<file path="src/rtl/retire_trace_pkg.sv">
// Shared defaults and ROB-side types for the retirement trace buffer.
package common;
    localparam int unsigned RETIRE_TRACE_DEPTH  = 16;
    localparam int unsigned RETIRE_HANG_TIMEOUT = 40;
endpackage

package rob_defs;
    typedef logic [5:0]  t_rob_id;
    typedef logic [15:0] t_simid;

    typedef struct packed {
        t_rob_id     robid;
        t_simid      simid;
        logic        dst_vld;
        logic [4:0]  dst_reg;
        logic [31:0] dst_data;
        logic        ebreak;
        logic [31:0] stamp;
    } t_retire_trace_pkt;

    typedef enum logic [1:0] {
        RT_RUN   = 2'd0,
        RT_DRAIN = 2'd1,
        RT_DONE  = 2'd2
    } t_retire_trace_state;
endpackage

</file>
<file path="src/rtl/retire_trace_fifo.sv">
// Trace packet FIFO: RAM array with a registered head word, so a written
// packet first appears on o_data the cycle after its write.
module retire_trace_fifo
    import rob_defs::*;
#(
    parameter int unsigned DEPTH = 16
) (
    input  logic                    clk,
    input  logic                    reset,
    input  logic                    i_wr_en,
    input  t_retire_trace_pkt       i_wr_data,
    input  logic                    i_rd_en,
    output logic                    o_valid,
    output logic                    o_full,
    output logic [$clog2(DEPTH):0]  o_count,
    output t_retire_trace_pkt       o_data
);
    localparam int AW = $clog2(DEPTH);

    t_retire_trace_pkt r_mem [DEPTH];
    t_retire_trace_pkt r_head;
    logic [AW-1:0]     r_wr_ptr;
    logic [AW-1:0]     r_rd_ptr;
    logic [AW:0]       r_count;
    logic [AW-1:0]     w_rd_ptr_next;
    logic              w_wr;
    logic              w_rd;

    assign w_rd          = i_rd_en && (r_count != '0);
    assign o_full        = (r_count == (AW+1)'(DEPTH));
    // A full buffer still takes a write when the head leaves in the same cycle.
    assign w_wr          = i_wr_en && (!o_full || w_rd);
    assign w_rd_ptr_next = r_rd_ptr + AW'(w_rd);

    always_ff @(posedge clk) begin
        if (w_wr) begin
            r_mem[r_wr_ptr] <= i_wr_data;
        end
    end

    always_ff @(posedge clk) begin
        if (reset) begin
            r_wr_ptr <= '0;
            r_rd_ptr <= '0;
            r_count  <= '0;
            r_head   <= '0;
        end else begin
            if (w_wr) begin
                r_wr_ptr <= r_wr_ptr + 1'b1;
            end
            r_rd_ptr <= w_rd_ptr_next;
            r_count  <= r_count + (AW+1)'(w_wr) - (AW+1)'(w_rd);
            // Forward the incoming word when it lands in the slot that becomes head.
            if (w_wr && (r_wr_ptr == w_rd_ptr_next)) begin
                r_head <= i_wr_data;
            end else begin
                r_head <= r_mem[w_rd_ptr_next];
            end
        end
    end

    assign o_valid = (r_count != '0);
    assign o_count = r_count;
    assign o_data  = o_valid ? r_head : '0;
endmodule

</file>
<file path="src/rtl/retire_trace.sv">
// Retirement trace capture: stamps retiring uops into a FIFO, counts retires and
// drops, watches for hangs and drains the buffer after EBREAK or a hang.
module retire_trace
    import rob_defs::*;
    import common::*;
#(
    parameter int unsigned DEPTH        = RETIRE_TRACE_DEPTH,
    parameter int unsigned HANG_TIMEOUT = RETIRE_HANG_TIMEOUT
) (
    input  logic              clk,
    input  logic              reset,
    input  logic              retire_valid_rb1,
    input  t_rob_id           retire_robid_rb1,
    input  t_simid            retire_simid_rb1,
    input  logic              retire_dst_vld_rb1,
    input  logic [4:0]        retire_dst_reg_rb1,
    input  logic [31:0]       retire_dst_data_rb1,
    input  logic              retire_ebreak_rb1,
    input  logic              trace_ready,
    output logic              trace_valid,
    output t_retire_trace_pkt trace_pkt,
    output logic              hang_detected,
    output logic              done,
    output logic [31:0]       retire_count,
    output logic [15:0]       drop_count
);
    localparam int             WDW      = $clog2(HANG_TIMEOUT + 1);
    localparam logic [WDW-1:0] WD_LIMIT = WDW'(HANG_TIMEOUT);

    t_retire_trace_state    r_state;
    t_retire_trace_state    w_state_next;
    logic [31:0]            r_cycle;
    logic [31:0]            r_retire_count;
    logic [15:0]            r_drop_count;
    logic [WDW-1:0]         r_wdog;
    logic [WDW-1:0]         w_wdog_inc;
    logic                   r_hang;
    logic                   w_hang_fire;
    logic                   w_enq_req;
    logic                   w_deq;
    logic                   w_full;
    logic                   w_drop;
    logic [$clog2(DEPTH):0] w_occupancy;
    t_retire_trace_pkt      w_enq_pkt;

    assign w_enq_req = (r_state == RT_RUN) && retire_valid_rb1;
    assign w_deq     = trace_valid && trace_ready;
    assign w_drop    = w_enq_req && w_full && !w_deq;

    assign w_enq_pkt = '{robid:    retire_robid_rb1,
                         simid:    retire_simid_rb1,
                         dst_vld:  retire_dst_vld_rb1,
                         dst_reg:  retire_dst_reg_rb1,
                         dst_data: retire_dst_data_rb1,
                         ebreak:   retire_ebreak_rb1,
                         stamp:    r_cycle};

    retire_trace_fifo #(.DEPTH(DEPTH)) u_fifo (
        .clk       (clk),
        .reset     (reset),
        .i_wr_en   (w_enq_req),
        .i_wr_data (w_enq_pkt),
        .i_rd_en   (trace_ready),
        .o_valid   (trace_valid),
        .o_full    (w_full),
        .o_count   (w_occupancy),
        .o_data    (trace_pkt)
    );

    // Watchdog holds the idle cycles elapsed since the last retire; the retire
    // cycle itself is elapsed-0, so a retire reloads it with 1.
    assign w_wdog_inc  = (r_wdog == WD_LIMIT) ? r_wdog : r_wdog + 1'b1;
    assign w_hang_fire = !retire_valid_rb1 && (w_wdog_inc == WD_LIMIT);

    always_ff @(posedge clk) begin
        if (reset) begin
            r_cycle        <= '0;
            r_retire_count <= '0;
            r_drop_count   <= '0;
            r_wdog         <= '0;
            r_hang         <= 1'b0;
        end else begin
            r_cycle <= r_cycle + 32'd1;
            if (retire_valid_rb1) begin
                r_retire_count <= r_retire_count + 32'd1;
                r_wdog         <= WDW'(1);
            end else begin
                r_wdog <= w_wdog_inc;
            end
            if (w_drop && (r_drop_count != 16'hFFFF)) begin
                r_drop_count <= r_drop_count + 16'd1;
            end
            if (w_hang_fire) begin
                r_hang <= 1'b1;
            end
        end
    end

    always_ff @(posedge clk) begin
        if (reset) begin
            r_state <= RT_RUN;
        end else begin
            r_state <= w_state_next;
        end
    end

    always_comb begin
        w_state_next = r_state;
        case (r_state)
            RT_RUN: begin
                if ((retire_valid_rb1 && retire_ebreak_rb1) || w_hang_fire) begin
                    w_state_next = RT_DRAIN;
                end
            end
            RT_DRAIN: begin
                if (w_occupancy == '0) begin
                    w_state_next = RT_DONE;
                end
            end
            RT_DONE:  w_state_next = RT_DONE;
            default:  w_state_next = RT_RUN;
        endcase
    end

    assign hang_detected = r_hang;
    assign done          = (r_state == RT_DONE);
    assign retire_count  = r_retire_count;
    assign drop_count    = r_drop_count;
endmodule

</file>
<file path="config.mk">
export PLATFORM = sky130hd
export DESIGN_NAME = retire_trace
export DESIGN_NICKNAME = d
export VERILOG_FILES = /design/src/rtl/retire_trace_pkg.sv /design/src/rtl/retire_trace_fifo.sv /design/src/rtl/retire_trace.sv
export SDC_FILE = /design/constraint.sdc
export NUM_CORES = 2
export LEC_CHECK = 0
export CAP_MARGIN = 5
export CORE_MARGIN = 4
export CORE_UTILIZATION = 35
export CTS_BUF_LIST = sky130_fd_sc_hd__clkbuf_8
export CTS_CLUSTER_SIZE = 12
export DETAILED_ROUTE_END_ITERATION = 6
export DONT_BUFFER_PORTS = 1
export PLACE_DENSITY = 0.55
export SLEW_MARGIN = 20
export SYNTH_ARGS = -nofsm -noshare
export SYNTH_HDL_FRONTEND = slang
export SYNTH_HIERARCHICAL = 1
export SYNTH_SLANG_ARGS = --single-unit
</file>
<file path="constraint.sdc">
create_clock -name clk -period 26.5 [get_ports clk]
set_input_delay 5.3 -clock clk [delete_from_list [all_inputs] [get_ports clk]]
set_output_delay 5.3 -clock clk [all_outputs]
set_load 0.02 [all_outputs]
</file>
==> results by group <==
STA
  • Least-Margin Pin Slew: between 1 and 1.5 ns
  • FMAX: about 110 MHz
  • Final setup TNS: 0 ns
  • Skew final: 0.08408 ns
  • Fin. max-slew vios: 0
  • Final Setup Violations: 0
  • Max-slew headroom: between 20% and 30%
  • RSZ-0062 raised after global routing: no
  • Hold Vio Cnt, Final: 0
  • Minimum clock period: 8.863 ns
  • Final period util: approximately a third

Die
  • Core area: 0.1837 mm²
  • Die Ht: roughly 440 µm
  • Die area: slightly below 0.2 mm²
  • Io pins: 209
  • Rows: 157
  • Chip Width: 438.6 µm
  • Starting Density: 35.34%

Pwr
  • Logic pwr share: about a quarter
  • Power Internal: 5189 µW
  • Sw Share: between 20 and 30%
  • Pwr/cell area: 99.81 mW/mm²
  • Switching power total: 2119 µW
  • Flop pwr share: 42.6%
  • LEAKAGE: 0.02351 µW
  • Clock share of power: 30.8%
  • Maximum VDD drop: 89.72 µV

CTS
  • Maximum clock path buffer count: 4
  • TritonCTS clock tree: done
  • Cts bufs inserted: 304
  • Post-cts repair resize count: 0
  • Worst-path clk slew: 0.06 ns
  • Clock tree sinks: 1683
  • Root Buffer: clkbuf_8
  • CTS Hold Bufs: 0
  • Skew-Pair Late Insertion Delay: 1.00 ns
  • H-tree Lvls: 5
  • Post-CTS setup buffers: 0

Route
  • DRT Pass-1 Iters: 5
  • # DRC: 0
  • Post-DRT Antenna Nets: 0
  • Vias/cell: 5.234
  • Routed wire length: 165300 µm
  • Post-DR wirelength/cell: 26.12 µm
  • 1st-iter DRT viols: 2758
  • Vias after detailed routing: 33130

Critical path
  • Type of the worst setup path: in2reg
  • Worst EP arrival: 9.73 ns
  • CP max FO: 48
  • Critical path launch point type: input port
  • Worst Setup End Kind: flop
  • Crit path required time: 27.36 ns

Cells and area
  • Final #Nets: 3727
  • Layout cells sized above 1: 21.89%
  • Final instance area: ~0.073 mm²
  • Fill cell count: between 15000 and 20000
  • Non-filler cells, final: approximately 6300
  • Area Overhead vs Synth: 12.82%
  • Final Core Density: 39.87%

Logic synthesis
  • Synth warn: 6
  • Area contributors post-synth: edfxtp_1 69%, mux4_2 13%, dfxtp_1 6.0%, nand2_1 2.4%, nand3_1 1.7%
  • Post-Syn Instances: about 3500
  • Syn avg cell area: approximately 19 µm²
  • Seq/Total Area, Yosys: between 70% and 80%
  • Seq cells post-synth: between 1500 and 2000
  • Largest area contributor in the netlist: edfxtp_1
  • Mapped Area: 0.06491 mm²
  • Post-synth cell types: 60
  • Top cell type's share of synthesized area: 68.84%
  • Post-synth ARST share: 0%
  • Most used DFF post-synth: edfxtp_1
  • EDFF count, synth: ~1500
  • Net Count, Synth: 3552

Worst hold path
  • Hold Path Class: reg2reg

Global routing
  • First-pass GRT wire length: between 200000 and 250000 µm
  • Largest net degree at the start of global routing: 150
  • Number of global-route vias before repair: between 30000 and 40000
  • Global Route Usage Sum: roughly 17%
  • Initial antenna violation count: 4
  • GR Overflow Total: 0

Place
  • Routability cong.: approximately 0.7
  • Placed cell count: slightly below 6000
  • DP Wirelength: between 70000 and 80000 µm
  • Port buffer count: 0
  • Area post-placement: 0.06760 mm²

Flow run
  • Max cap viols: 0

Outcome
  • Outcome: finished, final reports clean
## cell type report
| class | count | area [µm²] | area share, % |
|---|---|---|---|
| clock inverter | 193 | 947.2 | 1.294 |
| tap | 2464 | 3083 | 4.210 |
| multi-input combinational | 1559 | 15280 | 20.87 |
| sequential | 1683 | 48590 | 66.35 |
| timing repair buffer | 63 | 571.8 | 0.7809 |
| inverter | 30 | 112.6 | 0.1538 |
| clock buffer | 337 | 4638 | 6.334 |
| antenna | 1 | 2.502 | 0.003417 |
## placed cells by master, fill, tap and decap left out, types with 3 or more instances in the layout
cell and count:
a32o_1 93, a21o_1 3, mux2i_1 5, clkbuf_8 337, o21a_1 4, ha_1 18, nand2b_1 7, nand2_1 407
xnor2_1 49, xor2_1 29, nor3b_1 4, buf_4 55, and3_1 12, or3_1 5, and4_1 6, buf_12 6
nor3_2 4, dfxtp_1 195, o21ai_0 8, a21oi_1 14, nand3_1 214, clkinvlp_4 10, mux4_2 372, bufinv_16 6
and2_1 96, nor2b_1 7, nor2_1 85, nor3_1 23, nand4_1 16, o211ai_1 3, nor2_4 12, inv_1 144
edfxtp_1 1488, clkinv_2 18, nor4_1 19, o2111ai_1 4, clkinv_1 44
## synth_stat cells, drive strengths merged, types with 5 or more instances
cell type	instances
nor2b	7
nor3	27
nand2b	7
xor2	31
nor2	97
a32o	93
or3	7
and3	14
nor4	20
clkbuf	74
nand3	215
mux4	372
inv	30
nand2	407
dfxtp	195
o21ai	9
and4	9
xnor2	51
a21oi	14
nand4	17
edfxtp	1488
ha	20
and2	96
mux2i	5
buf	120
## routing by layer
layer | vias up | global-route usage (%) | share of wire, %
met5 | - | 0 | 0
met4 | 0 | 5.226 | 2.3
met3 | 279 | 4.105 | 6.3
met2 | 1030 | 28.02 | 49
met1 | 17650 | 22.52 | 43
li1 | 14170 | - | -
## logic make-up after synthesis
| kind of cell | count (synthesis) | synth area share [%] |
|---|---|---|
| buffers and inverters | 224 | 1.908 |
| AOI/OAI and AO/OA | 140 | 1.914 |
| adders and majority gates | 21 | 0.4164 |
| DFF | 1683 | 74.86 |
| and+or+nand+nor | 938 | 6.778 |
| xor gates and xnor gates | 83 | 1.141 |
| muxes | 377 | 12.99 |
## sequential cells by signal, indices dropped and copies added (netlist names)
name and cells:
u_fifo/r_mem 1488, u_fifo/r_head 93, r_cycle 32, retire_count 32, drop_count 16, r_wdog 6, u_fifo/o_count 5, u_fifo/r_rd_ptr 4
u_fifo/r_wr_ptr 4, r_state 2, hang_detected 1
## power groups by stage
stage                     sequential (µW)  combinational (µW)  clock [µW]
after global placement               3170                1990           0
after global routing                 3130                2110        2460
after detailed placement             3170                1980           0
after CTS                            3120                1990        2330
after floorplan                      3150                1640           0
final                                3110                1940        2250
## worst paths after layout
path | startpoint | endpoint | slack [ns] | depth (start not counted)
setup reg to reg | u_fifo/o_count[3] | u_fifo/r_head[46] | 19.99 | 13
hold / removal | r_state[1] | r_state[1] | 0.50 | 2
setup / recovery | trace_ready | u_fifo/r_head[46] | 17.64 | 9
hold reg to reg | r_state[1] | r_state[1] | 0.50 | 2
## critical path, stage by stage
cell	delay, ns
and2_1	0.16
ha_4	0.64
buf_6	0.66
buf_4	0.84
buf_4	0.85
mux4_2	0.61
nand2_1	0.09
nand3_1	0.09
a32o_1	0.29
## through the flow
stage	power (µW)	setup WS [ns]	hold WS, ns
finish	7309	17.64	0.4982
global route	7700	17.26	0.5245
CTS	7442	17.30	0.5041
detailed placement	5158	16.20	0.4933
global placement	5158	16.23	0.4801
floorplan	4789	13.34	0.4656
No activity file was read; power rests on OpenSTA's default activity.
